File: config.mk
export PLATFORM = sky130hd
export DESIGN_NAME = time_display_scan
export DESIGN_NICKNAME = d
export VERILOG_FILES = /design/src/rtl/time_disp_pkg.sv /design/src/rtl/time_display_scan_bin2bcd6.sv /design/src/rtl/time_display_scan.sv
export SDC_FILE = /design/constraint.sdc
export NUM_CORES = 1
export LEC_CHECK = 0
export ABC_AREA = 1
export CAP_MARGIN = 20
export CORE_ASPECT_RATIO = 1.5
export CORE_MARGIN = 4
export CORE_UTILIZATION = 41
export CTS_BUF_LIST = sky130_fd_sc_hd__clkbuf_8
export DETAILED_ROUTE_END_ITERATION = 10
export HOLD_SLACK_MARGIN = 0.02
export PLACE_DENSITY_LB_ADDON = 0.1
export SYNTH_ARGS = -nofsm -noshare
export SYNTH_HDL_FRONTEND = slang
export SYNTH_SLANG_ARGS = --single-unit
File: constraint.sdc
create_clock -name clkin -period 5.2 [get_ports clkin]
set_input_delay 1.04 -clock clkin [delete_from_list [all_inputs] [get_ports clkin]]
set_output_delay 1.04 -clock clkin [all_outputs]
set_load 0.01 [all_outputs]
File: src/rtl/time_disp_pkg.sv
// Shared definitions for the time display scanner.
//   conv_state_e : state of the binary-to-BCD conversion sequencer
//   SEG_TABLE    : active-low 7-segment codes {g,f,e,d,c,b,a} for 0..9
//   NUM_DIGITS   : number of multiplexed digits on the display
//   seg_decode() : BCD digit to segment code; non-decimal codes stay dark
//   dabble_adj() : shift-add-3 correction for one BCD digit
package time_disp_pkg;

    localparam int NUM_DIGITS = 4;

    typedef enum logic [1:0] {
        ST_IDLE = 2'd0,
        ST_CONV = 2'd1,
        ST_LOAD = 2'd2
    } conv_state_e;

    localparam logic [6:0] SEG_BLANK = 7'h7F;

    localparam logic [6:0] SEG_TABLE [10] = '{
        7'h40, 7'h79, 7'h24, 7'h30, 7'h19,
        7'h12, 7'h02, 7'h78, 7'h00, 7'h10
    };

    function automatic logic [6:0] seg_decode(input logic [3:0] code);
        logic [6:0] seg;
        case (code)
            4'd0:    seg = SEG_TABLE[0];
            4'd1:    seg = SEG_TABLE[1];
            4'd2:    seg = SEG_TABLE[2];
            4'd3:    seg = SEG_TABLE[3];
            4'd4:    seg = SEG_TABLE[4];
            4'd5:    seg = SEG_TABLE[5];
            4'd6:    seg = SEG_TABLE[6];
            4'd7:    seg = SEG_TABLE[7];
            4'd8:    seg = SEG_TABLE[8];
            4'd9:    seg = SEG_TABLE[9];
            default: seg = SEG_BLANK;
        endcase
        return seg;
    endfunction

    function automatic logic [3:0] dabble_adj(input logic [3:0] digit);
        logic [3:0] adj;
        if (digit >= 4'd5) begin
            adj = digit + 4'd3;
        end else begin
            adj = digit;
        end
        return adj;
    endfunction

endpackage

File: src/rtl/time_display_scan_bin2bcd6.sv
// Sequential double-dabble converter, one input bit per clock.
//   clkin  : clock
//   reset  : asynchronous active-low reset
//   start  : load bin and begin a 6-cycle conversion
//   bin    : 6-bit binary value 0..63
//   tens   : BCD tens digit (0..6)
//   units  : BCD units digit (0..9)
//   done   : high during the final shift cycle; tens/units are final after that edge
module bin2bcd6
    import time_disp_pkg::*;
(
    input  logic       clkin,
    input  logic       reset,
    input  logic       start,
    input  logic [5:0] bin,
    output logic [3:0] tens,
    output logic [3:0] units,
    output logic       done
);

    logic [5:0] shift_r;
    logic [2:0] tens_r;
    logic [3:0] units_r;
    logic [2:0] cnt_r;
    logic       busy_r;
    logic [3:0] units_adj_s;
    logic       last_s;

    // Units correction before each shift; tens never exceeds 3 before a shift
    // for a 6-bit input, so it needs no correction and only three bits.
    always_comb begin
        units_adj_s = dabble_adj(units_r);
        last_s      = busy_r && (cnt_r == 3'd5);
    end

    // Shift register, BCD accumulators and bit counter
    always_ff @(posedge clkin or negedge reset) begin
        if (!reset) begin
            shift_r <= 6'd0;
            tens_r  <= 3'd0;
            units_r <= 4'd0;
            cnt_r   <= 3'd0;
            busy_r  <= 1'b0;
        end else if (start) begin
            shift_r <= bin;
            tens_r  <= 3'd0;
            units_r <= 4'd0;
            cnt_r   <= 3'd0;
            busy_r  <= 1'b1;
        end else if (busy_r) begin
            shift_r <= {shift_r[4:0], 1'b0};
            units_r <= {units_adj_s[2:0], shift_r[5]};
            tens_r  <= {tens_r[1:0], units_adj_s[3]};
            cnt_r   <= cnt_r + 3'd1;
            busy_r  <= !last_s;
        end else begin
            busy_r  <= 1'b0;
        end
    end

    assign tens  = {1'b0, tens_r};
    assign units = units_r;
    assign done  = last_s;

endmodule

File: src/rtl/time_display_scan.sv
// Four-digit multiplexed clock display driver with blinking colon.
//   clkin   : sole clock
//   reset   : asynchronous active-low reset
//   hi_val  : left pair value 0..63 (asynchronous)
//   lo_val  : right pair value 0..63 (asynchronous)
//   blank   : darkens all digits and the colon while high
//   seg_n   : active-low segments {g,f,e,d,c,b,a}
//   an_n    : active-low digit enables, bit3 = leftmost
//   dp_n    : active-low decimal point used as the colon
// Inputs are synchronized and only a pair seen equal on two consecutive
// samples is converted; the four BCD digits land in the buffer together.
module time_display_scan
    import time_disp_pkg::*;
#(
    parameter int REFRESH_DIV = 50000,
    parameter int BLINK_SLOTS = 500
) (
    input  logic       clkin,
    input  logic       reset,
    input  logic [5:0] hi_val,
    input  logic [5:0] lo_val,
    input  logic       blank,
    output logic [6:0] seg_n,
    output logic [3:0] an_n,
    output logic       dp_n
);

    localparam int PRESC_W = (REFRESH_DIV > 1) ? $clog2(REFRESH_DIV) : 1;
    localparam int BLINK_W = (BLINK_SLOTS > 1) ? $clog2(BLINK_SLOTS) : 1;
    localparam logic [PRESC_W-1:0] PRESC_RELOAD = PRESC_W'(REFRESH_DIV - 1);
    localparam logic [BLINK_W-1:0] BLINK_LAST   = BLINK_W'(BLINK_SLOTS - 1);

    logic [5:0]  hi_meta_r, hi_sync_r, hi_prev_r;
    logic [5:0]  lo_meta_r, lo_sync_r, lo_prev_r;
    logic [5:0]  conv_hi_r, conv_lo_r;
    logic [5:0]  disp_hi_r, disp_lo_r;
    logic [15:0] disp_buf_r;
    conv_state_e state_r, state_nx_s;
    logic        pair_new_s, conv_start_s, load_s;
    logic [3:0]  hi_tens_s, hi_units_s, lo_tens_s, lo_units_s;
    logic        hi_done_s, lo_done_s;
    logic [PRESC_W-1:0] presc_r;
    logic        tick_s;
    logic [1:0]  dig_r;
    logic [BLINK_W-1:0] blink_r;
    logic        colon_r;
    logic [3:0]  an_sel_s, code_sel_s;
    logic [6:0]  seg_n_r;
    logic [3:0]  an_n_r;
    logic        dp_n_r;

    // Two-flop synchronizers plus the previous sample used for the stability test
    always_ff @(posedge clkin or negedge reset) begin
        if (!reset) begin
            hi_meta_r <= 6'd0;
            hi_sync_r <= 6'd0;
            hi_prev_r <= 6'd0;
            lo_meta_r <= 6'd0;
            lo_sync_r <= 6'd0;
            lo_prev_r <= 6'd0;
        end else begin
            hi_meta_r <= hi_val;
            hi_sync_r <= hi_meta_r;
            hi_prev_r <= hi_sync_r;
            lo_meta_r <= lo_val;
            lo_sync_r <= lo_meta_r;
            lo_prev_r <= lo_sync_r;
        end
    end

    // Conversion sequencer: next state and control strobes
    always_comb begin
        state_nx_s   = state_r;
        conv_start_s = 1'b0;
        load_s       = 1'b0;
        pair_new_s   = (hi_sync_r == hi_prev_r) && (lo_sync_r == lo_prev_r) &&
                       ((hi_sync_r != disp_hi_r) || (lo_sync_r != disp_lo_r));
        case (state_r)
            ST_IDLE: begin
                if (pair_new_s) begin
                    state_nx_s   = ST_CONV;
                    conv_start_s = 1'b1;
                end else begin
                    state_nx_s = ST_IDLE;
                end
            end
            ST_CONV: begin
                if (hi_done_s && lo_done_s) begin
                    state_nx_s = ST_LOAD;
                end else begin
                    state_nx_s = ST_CONV;
                end
            end
            ST_LOAD: begin
                load_s     = 1'b1;
                state_nx_s = ST_IDLE;
            end
            default: begin
                state_nx_s = ST_IDLE;
            end
        endcase
    end

    // Conversion sequencer state register
    always_ff @(posedge clkin or negedge reset) begin
        if (!reset) begin
            state_r <= ST_IDLE;
        end else begin
            state_r <= state_nx_s;
        end
    end

    // Operand capture at start and atomic buffer update at load
    always_ff @(posedge clkin or negedge reset) begin
        if (!reset) begin
            conv_hi_r  <= 6'd0;
            conv_lo_r  <= 6'd0;
            disp_hi_r  <= 6'd0;
            disp_lo_r  <= 6'd0;
            disp_buf_r <= 16'h0000;
        end else if (conv_start_s) begin
            conv_hi_r <= hi_sync_r;
            conv_lo_r <= lo_sync_r;
        end else if (load_s) begin
            disp_hi_r  <= conv_hi_r;
            disp_lo_r  <= conv_lo_r;
            disp_buf_r <= {hi_tens_s, hi_units_s, lo_tens_s, lo_units_s};
        end else begin
            disp_buf_r <= disp_buf_r;
        end
    end

    bin2bcd6 u_conv_hi (
        .clkin (clkin),
        .reset (reset),
        .start (conv_start_s),
        .bin   (hi_sync_r),
        .tens  (hi_tens_s),
        .units (hi_units_s),
        .done  (hi_done_s)
    );

    bin2bcd6 u_conv_lo (
        .clkin (clkin),
        .reset (reset),
        .start (conv_start_s),
        .bin   (lo_sync_r),
        .tens  (lo_tens_s),
        .units (lo_units_s),
        .done  (lo_done_s)
    );

    assign tick_s = (presc_r == {PRESC_W{1'b0}});

    // Slot prescaler, digit index and colon blink counter
    always_ff @(posedge clkin or negedge reset) begin
        if (!reset) begin
            presc_r <= PRESC_RELOAD;
            dig_r   <= 2'd0;
            blink_r <= {BLINK_W{1'b0}};
            colon_r <= 1'b0;
        end else if (tick_s) begin
            presc_r <= PRESC_RELOAD;
            if (dig_r == 2'(NUM_DIGITS - 1)) begin
                dig_r <= 2'd0;
            end else begin
                dig_r <= dig_r + 2'd1;
            end
            if (blink_r == BLINK_LAST) begin
                blink_r <= {BLINK_W{1'b0}};
                colon_r <= !colon_r;
            end else begin
                blink_r <= blink_r + BLINK_W'(1);
            end
        end else begin
            presc_r <= presc_r - PRESC_W'(1);
        end
    end

    // Digit enable and BCD code for the selected digit
    always_comb begin
        an_sel_s   = 4'b1111;
        code_sel_s = 4'd0;
        case (dig_r)
            2'd0: begin
                an_sel_s   = 4'b1110;
                code_sel_s = disp_buf_r[3:0];
            end
            2'd1: begin
                an_sel_s   = 4'b1101;
                code_sel_s = disp_buf_r[7:4];
            end
            2'd2: begin
                an_sel_s   = 4'b1011;
                code_sel_s = disp_buf_r[11:8];
            end
            2'd3: begin
                an_sel_s   = 4'b0111;
                code_sel_s = disp_buf_r[15:12];
            end
            default: begin
                an_sel_s   = 4'b1111;
                code_sel_s = 4'd0;
            end
        endcase
    end

    // All three outputs registered together so they switch on the same edge
    always_ff @(posedge clkin or negedge reset) begin
        if (!reset) begin
            seg_n_r <= SEG_BLANK;
            an_n_r  <= 4'hF;
            dp_n_r  <= 1'b1;
        end else if (blank) begin
            seg_n_r <= SEG_BLANK;
            an_n_r  <= 4'hF;
            dp_n_r  <= 1'b1;
        end else begin
            seg_n_r <= seg_decode(code_sel_s);
            an_n_r  <= an_sel_s;
            dp_n_r  <= !((dig_r == 2'd2) && colon_r);
        end
    end

    assign seg_n = seg_n_r;
    assign an_n  = an_n_r;
    assign dp_n  = dp_n_r;

endmodule
Word level (Yosys, flattened, before mapping):

Memories as Yosys holds them, arrays and structs flattened.
Cells that the tools add are included.

* reduce and logical (&&, ||, !) cells: 18
* $add $sub $neg: 7
* equality and inequality tests: 12
* magnitude comparators: 2
* bitwise operators: 1
* multiplexer cells: 36

Operators by type and width (number)
* $pmux 4 s4: 2
* $mux 4: 7
* $mux 3: 8
* $mux 6: 4
* $logic_not 16->1: 1
* $mux 16: 1
* $sub 16x1->16 const B: 1
* $eq 6x6->1: 2
* $ne 6x6->1: 2
* $add 9x1->9 const B: 1
* $eq 9x9->1 const B: 1
* $mux 1: 9
* $mux 9: 1
* $add 4x2->4 const B: 2
* $ge 4x3->1 const B: 2
* $mux 7: 1
* $add 3x1->3 const B: 2
* $eq 2x2->1 const B: 3
* $eq 3x3->1 const B: 2
* $logic_and 1x1->1: 6
* $eq 2x1->1 const B: 2
* $logic_not 1->1: 4
* $logic_not 2->1: 2
* $mux 2: 2
* 6 further kinds: 8

* output and inout bits: 12
* ROM bits: 112
* register bits: 150
* bits of input ports: 15
* logic and storage cells: 106
* memories kept: 1

Memory list
* (name not given): words 16, bits a word 7, read ports 1, clocked after memory_dff 0, wr ports 0, line time_disp_pkg.sv:26 `case (code)`

Depth between registers and ports, before layout:

Gate-level depths: netlist (run 1).

* depth after elaboration: 7
* mapped depth: 11
* mapped depth without buffers: 11

Hierarchy:

From an unflattened synthesis (run 1), not the netlist that was laid out.

* cell total of the unflattened synthesis: 711
* area total of the unflattened synthesis: 6819.0 µm²

By module, submodules not included
* time_display_scan: cells an instance 515, area each 5084.9 µm², times used 1, sequential area each 2979.1 µm²
* bin2bcd6: cells an instance 98, area each 867.1 µm², times used 2, sequential area each 425.4 µm²

Worst setup path after synthesis (run 1):

Ideal clock, no wire load.

* path kind: flip-flop to flip-flop
* start point: reg dig_r[0]
* end point: reg seg_n_r[5], in the netlist seg_n[5]
* buffers on the path: 0
* data required time: 5111 ps
* setup time: 89 ps
* stages on the path, launching flop included: 9
* data arrival time: 1656 ps
* period minus slack after synthesis: 1744 ps
* slack: 3456 ps
* path through: dfrtp_1 inv_1 ha_1 inv_2 o21ai_0 inv_1 ha_1 o21ai_0 o21ai_0

* cells in the longest elaborated chain, start to end: 4
* elaborated cells between the ends (all ways): 7
* classes of those cells: eq/ne (3); mux (2); reduce/logical (1); memory (1)

Ends and longest elaborated chain
* start, declared: line time_display_scan.sv:44 `logic [1:0] dig_r;`
* start signal, assigned: line time_display_scan.sv:167 `dig_r <= dig_r + 2'd1;`
* $eq 2x2->1, or another cell as far along: line time_display_scan.sv:184 `case (dig_r)`
* $pmux 4 s4 *: line time_display_scan.sv:184
* $mem_v2 16x7 *
* $mux 7 *: line time_display_scan.sv:214 `end else if (blank) begin`
* end signal, assigned: line time_display_scan.sv:219 `seg_n_r <= seg_decode(code_sel_s);`
* end, declared: line time_display_scan.sv:48 `logic [6:0] seg_n_r;`

Mark *: on every way between the ends. The rest lies on a longest branch, timed or not.
A chain may end at the register's enable or synchronous reset.

Worst setup path in the final report (run 1):

* start point: reg seg_n_r[6], in the netlist seg_n[6]
* end point: out seg_n[6]

RTL lines
* end, declared: line time_display_scan.sv:23 `output logic [6:0] seg_n,`

No word-level cell between the ends.

==> reports/metrics.yaml, run 1 <==
run_status:
  status: "finished clean"
floorplanning:
  die_w_um: 112
  rows: 57
  die_h_um: 165
  die_area_um2: 18500
  core_um2: 16100
  start_util_pct: 41.7
  num_io_pins: 27
setup_path:
  crit_family: "flip-flops"
  worst-setup-path-type: "reg2out"
  critPathLaunchType: "flip-flop"
  cp_max_fo: 1
  critical_path_buf_inv_count: 1
  crit_chain: "clkdlybuf4s50_1"
  crit_required_ns: 4.16
  slowest_delay_ns: 0.53
  crit_slowest_cell: "dfstp_2"
  critical_path_arrival_ns: 1.49
  end_kind: "output pin"
clocking:
  ctsResizeCount: 0
  cts_tree: "yes"
  clock_latency_ns: 0.45
  numCtsBuffers: 17
  post-cts-setup-buffer-count: 0
  postCtsHoldBufs: 0
  root_buffer: "clkbuf_8"
  clock_sinks: 150
  htree_num_levels: 4
  cts_max_path_buffers: 2
  clk_pin_slew_ns: 0.08
cells_and_area:
  utilization_pct: 47.0
  fin_nets: 805
  syn2layout_area_growth_pct: 12.7
  multi_input_area_um2: 2480
  fillCellCount: 1588
  layoutNonFillerInstCount: 991
  seq_area_um2: 3780
  final_cell_area_um2: 7570
  drive_gt1_share_pct: 12.1
  num_antenna_cells: 0
pwr:
  pwr-share-comb_pct: 5.3
  p_int_mw: 1.70
  switchingPower_mw: 0.565
  power.density_nw_per_um2: 299
  p_total_mw: 2.26
  sw_frac_of_total_pct: 25.0
  sequentialPowerShare_pct: 54.7
  pwr-share-clk_pct: 40.0
  ir_drop_mv: 0.201
  p_leak_nw: 3.81
place:
  dpl.cell_count: 958
  postPlaceCellArea_um2: 7140
  routabilityCongestion: 0.837
  port_buffers: 26
  place_ws_ns: 2.80
  dp_hpwl_um: 8930
grt:
  track_usage_pct: 14.8
  first_global_vias: 4861
  grt_max_degree: 115
  overflow: 0
  antenna_found_initial: 0
  grt_pass1_wl_um: 22000
job:
  maxCapViolations: 0
synthesis:
  synth.most_common_cell: "nand2_1"
  seq_area_frac_synth_pct: 56.3
  syn_inst: 742
  synth_fp_nets: 775
  synth_area_leader_cell: "dfrtp_1"
  synth.ff_latch_count: 150
  syn_area_per_cell_um2: 9.05
  ys.warnings.count: 0
  yosysTopAreaCellShare_pct: 48.1
  synthFlopType: "dfrtp_1"
  synth_edf_count: 0
  synth.area.top_cells: "dfrtp_1 (48%), nand2_1 (10%), dfstp_2 (8.2%)"
  async_reset_ff_share_pct: 100
  ys_types: 38
  ys_top_cells_by_count: "nand2_1 (187), dfrtp_1 (129), inv_1 (85)"
  synth_area_um2: 6710
sta:
  worst_slew_pin_slew_ns: 0.866
  rsz0062_at_grt: "false"
  timing.final.ws_setup_ns: 2.67
  setup_viol: 0
  worst_hold_slack_ns: 0.353
  slew_viol_final: 0
  fin_crit_sh_pct: 48.7
  finalHoldViolCount: 0
  final.setup.tns_ns: 0
  max_freq_mhz: 395
  clock_skew_ns: 0.0117
  maxSlewHeadroom_pct: 42.2
  layout_min_cycle_time_ns: 2.53
routing:
  drt-vias-per-instance: 4.81
  routed-via-count: 4771
  drt_pass1_iterations: 4
  wl_per_cell_um: 12.8
  wirelength_um: 12700
  antenna_left: 0
  drc: 0
  drtIter0Drc: 216
min_path:
  hp-class: "reg2reg"
placed cells by master, fill, tap and decap left out, types with 5 or more instances in the layout:
master	count
a21oi_1	35
clkbuf_8	17
clkdlybuf4s50_1	25
dfrtp_1	129
dfstp_2	21
ha_1	18
inv_1	85
inv_2	6
inv_6	6
nand2_1	187
nand3_1	56
nand4_1	6
nor2_1	68
nor2_2	9
nor3_1	10
o21ai_0	29
o21ai_1	6
o21ai_2	5
xnor2_1	14
xor2_1	10
kinds of logic after synthesis:
kind of cell | after synthesis | synth area share (%)
buffers and inverters | 110 | 6.80
adder cells (fa/ha/maj) | 18 | 3.35
AO/OA/AOI/OAI | 84 | 7.01
AND/OR/NAND/NOR | 351 | 22.6
XOR/XNOR | 24 | 3.13
flip-flops | 150 | 56.3
multiplexers | 5 | 0.801
registers in the layout, summed over array words and instances, names as in the netlist, 7 cells and up:
| register | cells |
|---|---|
| presc_r | 16 |
| disp_buf_r | 14 |
| blink_r | 9 |
| seg_n | 7 |
cell type report:
class / count / area share [%]
multi-input cells: 482 / 32.7
clock inverters: 15 / 2.22
clock buffers: 17 / 3.09
well taps: 206 / 3.41
flip-flops and latches: 150 / 49.9
inverters: 92 / 4.60
repair buffers: 29 / 4.02
layer usage:
layer | track usage (%) | up-vias | wire [um]
met3 | 3.56 | 24 | 377
met2 | 27.5 | 73 | 6820
li1 | - | 2395 | -
met5 | 0 | - | 0
met1 | 15.9 | 2279 | 5110
met4 | 6.51 | 0 | 340
power by group through the flow:
stage	Clock [mW]	Sequential (mW)	Combinational, mW
final	0.903	1.24	0.121
after global routing	0.985	1.24	0.141
after CTS	0.937	1.24	0.124
after detailed placement	0	1.26	0.123
after global placement	0	1.26	0.119
after floorplan	0	1.25	0.0708
worst paths after layout:
check                                  startpoint  cells past startpoint                             end  slack, ns
setup / recovery               seg_n[6]$_DFF_PN1_                      1                        seg_n[6]       2.67
hold / removal             lo_meta_r[4]$_DFF_PN0_                      0          lo_sync_r[4]$_DFF_PN0_       0.35
setup reg to reg           lo_sync_r[0]$_DFF_PN0_                      9  u_conv_lo.cnt_r[2]$_DFFE_PN0P_       3.03
hold reg to reg            lo_meta_r[4]$_DFF_PN0_                      0          lo_sync_r[4]$_DFF_PN0_       0.35
max in group asynchronous                   reset                      2            presc_r[2]$_DFF_PN1_       3.84
min in group asynchronous                   reset                      1           presc_r[11]$_DFF_PN0_       0.50
No activity file was read; power rests on OpenSTA's default activity.
==> run 2: changes to the inputs <==
==> constraint.sdc (replaced) <==
create_clock -name clkin -period 2.51 [get_ports clkin]
set_input_delay 0.502 -clock clkin [delete_from_list [all_inputs] [get_ports clkin]]
set_output_delay 0.502 -clock clkin [all_outputs]
set_load 0.01 [all_outputs]
==> run 2 against run 1 <==
Effect of this change:
- clock-buffer cell count stayed put
- non-clock buffer count is 9 higher
- clock skew is 0.0011 ns lower
- first-iteration DRC count is 24% lower
- via count is 1.5% higher
- total power is 110% higher
- global-route usage is 0.70 points higher
- core utilization is 0.61 points higher
- critical path depth stayed put
- worst setup slack worse by 2.2 ns
==> reports/metrics.yaml, run 2 (synthesis gave the netlist of run 1 again) <==
floorplanning:
  num_io_pins: 27  # unchanged
  core_um2: 16100  # unchanged
  die_h_um: 165  # unchanged
  start_util_pct: 41.7  # unchanged
  die_area_um2: 18500  # unchanged
  die_w_um: 112  # unchanged
  rows: 57  # unchanged
routing:
  drtIter0Drc: 165  # -24%
  drc: 0  # unchanged
  routed-via-count: 4841  # +1.5%
  antenna_left: 0  # unchanged
  wl_per_cell_um: 12.8  # +0.63%
  wirelength_um: 12800  # +1.5%
  drt-vias-per-instance: 4.84  # +0.55%
  drt_pass1_iterations: 5  # +1
grt:
  overflow: 0  # unchanged
  track_usage_pct: 15.5  # +0.70 points
  first_global_vias: 5000  # +2.9%
  antenna_found_initial: 0  # unchanged
  grt_max_degree: 57  # -50%
  grt_pass1_wl_um: 22900  # +4.1%
setup_path:
  worst-setup-path-type: "reg2out"
  crit_family: "buffers and inverters"
  reg2reg_depth: 8  # -1
  crit_chain: "clkdlybuf4s50_1"
  slowest_delay_ns: 0.53  # about the same
  cp.depth: 1  # unchanged
  crit_required_ns: 2.01  # -2.15 ns
  crit_slowest_cell: "clkdlybuf4s50_1"
  end_kind: "output pin"
  cp_max_fo: 1  # unchanged
  critical_path_arrival_ns: 1.49  # about the same
  critPathLaunchType: "flip-flop"
  critical_path_buf_inv_count: 1  # unchanged
min_path:
  hp-class: "reg2reg"
  min_delay_path_depth: 0  # unchanged
place:
  dpl.cell_count: 967  # +0.94%
  dp_hpwl_um: 9270  # +3.8%
  place_ws_ns: 0.532  # -2.27 ns
  routabilityCongestion: 0.801  # -4.2%
  port_buffers: 26  # unchanged
clocking:
  ctsResizeCount: 0  # unchanged
  post-cts-setup-buffer-count: 0  # unchanged
  clock_sinks: 150  # unchanged
  clk_pin_slew_ns: 0.09  # about the same
  numCtsBuffers: 17  # unchanged
  clock_latency_ns: 0.44  # about the same
  cts_tree: "yes"
  htree_num_levels: 4  # unchanged
  postCtsHoldBufs: 1  # +1
  cts_max_path_buffers: 2  # unchanged
  root_buffer: "clkbuf_8"
pwr:
  ir_drop_mv: 0.469  # +130%
  power.density_nw_per_um2: 625  # +110%
  p_leak_nw: 3.87  # +1.6%
cells_and_area:
  final_common_cell: "nand2_1"
  largest_register: "presc_r"
  largest_reg_flops: 16  # unchanged
  drive_gt1_share_pct: 13.0  # +0.87 points
  fin_nets: 814  # +1.1%
  num_antenna_cells: 0  # unchanged
  top_regs: "presc_r (16), disp_buf_r (14), blink_r (9)"
  layout_common_cells: "nand2_1 (187), dfrtp_1 (129), inv_1 (85), nor2_1 (68), nand3_1 (56)"
  fillCellCount: 1570  # -1.1%
  utilization_pct: 47.6  # +0.61 points
  layoutNonFillerInstCount: 1000  # +0.91%
  syn2layout_area_growth_pct: 14.2
sta:
  clock_skew_ns: 0.0107  # -0.00105 ns
  rsz0062_at_grt: "false"
  maxSlewHeadroom_pct: 65.0  # +23 points
  final.setup.tns_ns: 0  # unchanged
  finalHoldViolCount: 0  # unchanged
  timing.final.ws_setup_ns: 0.515  # -2.15 ns
  worst_slew_pin_slew_ns: 0.526  # -0.340 ns
  max_freq_mhz: 501
  worst_hold_slack_ns: 0.354  # +0.000955 ns
  setup_viol: 0  # unchanged
  slew_viol_final: 0  # unchanged
  fin_crit_sh_pct: 79.5
  layout_min_cycle_time_ns: 1.99
job:
  maxCapViolations: 0  # unchanged
run_status:
  status: "finished clean"
[run 2: cell types whose count changed in the layout (fill, tap and decap cells not counted), sizes merged]
cell and change:
buf +8, clkinvlp -2, bufinv +1, dlygate4sd3 +1
inv +1
[run 2: final cells by class]
cell class                      instances  area (um^2)  area share, %
Clock buffer                           17          234           3.05
Timing Repair Buffer                   38          379           4.94
Multi-Input combinational cell        482         2480           32.3
Clock inverter                         15          191           2.50
Inverter                               92          348           4.54
Tap cell                              206          258           3.36
Sequential cell                       150         3780           49.3
[run 2: per-stage QoR]
stage               cell area (um^2)  power, mW
floorplan                       6710       2.74
global placement                7230       2.86
detailed placement              7230       2.87
CTS                             7670       4.89
global route                    7670       5.03
finish                          7670       4.79
[run 2: final timing paths]
| check | endpoint | slack [ns] | startpoint |
|---|---|---|---|
| setup / recovery | dp_n | 0.52 | dp_n$_DFF_PN1_ |
| hold / removal | hi_sync_r[1]$_DFF_PN0_ | 0.35 | hi_meta_r[1]$_DFF_PN0_ |
| setup reg to reg | seg_n[5]$_DFF_PN1_ | 0.52 | dig_r[0]$_DFFE_PN0P_ |
| hold reg to reg | hi_sync_r[1]$_DFF_PN0_ | 0.35 | hi_meta_r[1]$_DFF_PN0_ |
| max in group asynchronous | hi_meta_r[0]$_DFF_PN0_ | 1.27 | reset |
| min in group asynchronous | u_conv_hi.shift_r[0]$_DFFE_PN0P_ | 0.58 | reset |
[run 2: power breakdown]
group          internal [mW]  switching, mW
combinational          0.113          0.150
clock                   1.01          0.967
sequential              2.50         0.0531
[run 2: per-layer routing]
layer  global-route usage [%]  vias up  part of all wire [%]
li1                         -     2423                     -
met1                     16.7     2321                    40
met2                     28.2       72                    54
met3                     3.78       25                   3.0
met4                     7.71        0                   3.4
met5                        0        -                     0
==> run 3: changes to the inputs <==
==> constraint.sdc (replaced) <==
create_clock -name clkin -period 1.7 [get_ports clkin]
set_input_delay 0.34 -clock clkin [delete_from_list [all_inputs] [get_ports clkin]]
set_output_delay 0.34 -clock clkin [all_outputs]
set_load 0.01 [all_outputs]
==> run 3 against run 2 <==
Effect of this change:
- via count grew 1.7%
- register-to-register slack got worse by 0.49 ns
- clock-buffer cell count increased by 2
- total power increased by 49%
- cell count up 2.9%
- cell area is 5.8% higher
- clock power grew 48%
- non-clock buffer count is 29 higher
- hold slack worse by 0.040 ns
- first-iteration DRC count is 29% higher
- flip-flop and latch count did not move
- critical endpoint is now seg_n[3]$_DFF_PN1_
- highest routed layer unchanged
==> reports/metrics.yaml, run 3 (synthesis gave the netlist of run 1 again) <==
grt:
  grt_use_met2_pct: 28.2  # -0.054 points
  use_met3_pct: 2.90  # -0.88 points
  grt_max_degree: 43  # -25%
  first_global_vias: 5012  # +0.24%
  antenna_found_initial: 0  # unchanged
  grt_pass1_wl_um: 22900  # about the same
  top_usage_layer: "met2"
  met1_usage_pct: 17.4  # +0.75 points
  overflow: 0  # unchanged
  track_usage_pct: 15.3  # -0.22 points
pwr:
  p_int_mw: 5.42  # +50%
  sequentialPowerShare_pct: 52.9  # -0.4 points
  ir_drop_mv: 0.539  # +15%
  pwr-share-comb_pct: 5.9  # +0.4 points
  sw_frac_of_total_pct: 24.0  # -0.45 points
  switchingPower_mw: 1.71  # +46%
  p_total_mw: 7.13  # +49%
  power.density_nw_per_um2: 880  # +41%
  pwr-share-clk_pct: 41.2  # about the same
  p_leak_nw: 4.04  # +4.5%
routing:
  drc: 0  # unchanged
  wirelength_um: 13300  # +3.5%
  routed-via-count: 4924  # +1.7%
  drt_pass1_iterations: 4  # -1
  antenna_left: 0  # unchanged
  drt-vias-per-instance: 4.79  # -1.2%
  wl_per_cell_um: 12.9  # +0.63%
  drtIter0Drc: 213  # +29%
run_status:
  status: "finished clean"
floorplanning:
  start_util_pct: 41.7  # unchanged
  num_io_pins: 27  # unchanged
  die_area_um2: 18500  # unchanged
  rows: 57  # unchanged
  die_w_um: 112  # unchanged
  die_h_um: 165  # unchanged
  core_um2: 16100  # unchanged
sta:
  finalHoldViolCount: 0  # unchanged
  maxSlewHeadroom_pct: 70.7  # +5.7 points
  fin_crit_sh_pct: 98.6
  slew_viol_final: 0  # unchanged
  rsz0062_at_grt: "true"
  max_freq_mhz: 597
  worst_slew_pin_slew_ns: 0.439  # -0.0864 ns
  setup_viol: 0  # unchanged
  clock_skew_ns: 0.0152  # +0.00457 ns
  layout_min_cycle_time_ns: 1.68
  worst_hold_slack_ns: 0.314  # -0.0401 ns
clocking:
  cts_max_path_buffers: 2  # unchanged
  clock_latency_ns: 0.45  # about the same
  clk_pin_slew_ns: 0.09  # about the same
  clock_sinks: 150  # unchanged
  root_buffer: "clkbuf_8"
  numCtsBuffers: 17  # unchanged
  htree_num_levels: 4  # unchanged
  cts_tree: "yes"
setup_path:
  crit_family: "flip-flops"
  critical_path_arrival_ns: 2.04  # +0.55 ns
  critical_path_buf_inv_count: 2  # +1
  crit_required_ns: 2.06  # +0.05 ns
  crit_slowest_cell: "dfrtp_2"
  rrSetupSlack_ns: 0.02  # -0.49 ns
  crit_top_cell: "nand2_2"
  crit_chain: "buf_6 -> ha_4 -> nand2_2 -> nand3_2 -> o21ai_2 -> inv_2 -> ha_4 -> nand2_2 -> nand2_2 -> nand2_1 -> nand2_1"
  cp_max_fo: 4  # +3
  crit_start: "dig_r[0]$_DFFE_PN0P_"
  end_kind: "flip-flop"
  r2r-end: "seg_n[3]$_DFF_PN1_"
  reg2reg_depth: 11  # +3
  worst-setup-path-type: "reg2reg"
  slowest_delay_ns: 0.46  # -0.07 ns
  critPathLaunchType: "flip-flop"
  timing.rr.start: "dig_r[0]$_DFFE_PN0P_"
place:
  dp_hpwl_um: 9390  # +1.3%
  dpl.cell_count: 990  # +2.4%
  port_buffers: 26  # unchanged
  routabilityCongestion: 0.837  # +4.5%
cells_and_area:
  drive_gt1_share_pct: 20.5  # +7.6 points
  seq_area_um2: 3780  # about the same
  num_antenna_cells: 0  # unchanged
  fin_nets: 843  # +3.6%
  largest_register: "presc_r"
  syn2layout_area_growth_pct: 20.8
  final_common_cell: "nand2_1"
  layout_common_cells: "nand2_1 (183), dfrtp_1 (126), inv_1 (79), nor2_1 (65), nand3_1 (53)"
  layoutNonFillerInstCount: 1029  # +2.9%
  fillCellCount: 1535  # -2.2%
  largest_reg_flops: 16  # unchanged
  top_regs: "presc_r (16), disp_buf_r (14), blink_r (9)"
  multi_input_area_um2: 2660  # +7.2%
min_path:
  whs_endpoint: "hi_meta_r[1]$_DFF_PN0_"
  min_delay_path_depth: 1  # +1
  worstHoldStart: "hi_val[1]"
  hp-class: "in2reg"
job:
  maxCapViolations: 0  # unchanged
==> run 3: cell types whose count changed in the layout (fill, tap and decap cells not counted), sizes merged <==
cell | before | now
buf | 12 | 41
clkdlybuf4s50 | 25 | 13
dlygate4sd2 | 0 | 12
clkinvlp | 0 | 5
inv | 99 | 94
clkbuf | 17 | 19
clkinv | 5 | 3
==> run 3: worst max path at each step <==
stage / endpoint / depth (start not counted)
6_report: seg_n[3]$_DFF_PN1_ / 11
5_1_grt: blink_r[3]$_DFFE_PN0P_ / 7
4_1_cts: seg_n[5]$_DFF_PN1_ / 8
3_5_place_dp: seg_n[5]$_DFF_PN1_ / 9
3_3_place_gp: seg_n[5]$_DFF_PN1_ / 9
2_1_floorplan: seg_n[5]$_DFF_PN1_ / 9
==> run 3: timing repair <==
action,CTS,global route
gates resized for setup,18,45
pin swaps,2,13
endpoints found under the hold margin,26,0
hold buffers,1,0
endpoints found under the setup margin,17,31
setup buffers,0,6
==> run 3: metrics by stage <==
stage               setup TNS, ns  setup WS [ns]  instance area [um^2]  util [%]
detailed placement         -0.176        -0.0778                  7450      46.2
finish                          0         0.0241                  8110      50.3
floorplan                       0         0.0553                  6720         -
global route               -0.209        -0.0351                  8110      50.3
CTS                      -0.00107       -0.00107                  7900      49.0
global placement                0        0.00613                  7450      46.2
==> run 3: power by group through the flow <==
stage | Sequential (mW) | Clock, mW | Combinational (mW)
finish | 3.77 | 2.94 | 0.422
floorplan | 3.83 | 0 | 0.217
global route | 3.79 | 3.20 | 0.490
CTS | 3.77 | 3.06 | 0.429
detailed placement | 3.84 | 0 | 0.433
global placement | 3.83 | 0 | 0.420
==> run 3: area by class of cell <==
class	instances	share of cell area (%)
clock inverters	13	2.11
inverters	92	4.35
repair buffers	67	7.73
multi-input cells	482	32.7
flip-flops and latches	150	46.7
well taps	206	3.18
clock buffers	19	3.22
==> run 3: layer usage <==
metal / vias to the layer above / routed length (um)
met5: - / 0
met4: 0 / 267
met3: 22 / 333
met2: 63 / 7260
met1: 2369 / 5450
li1: 2470 / -
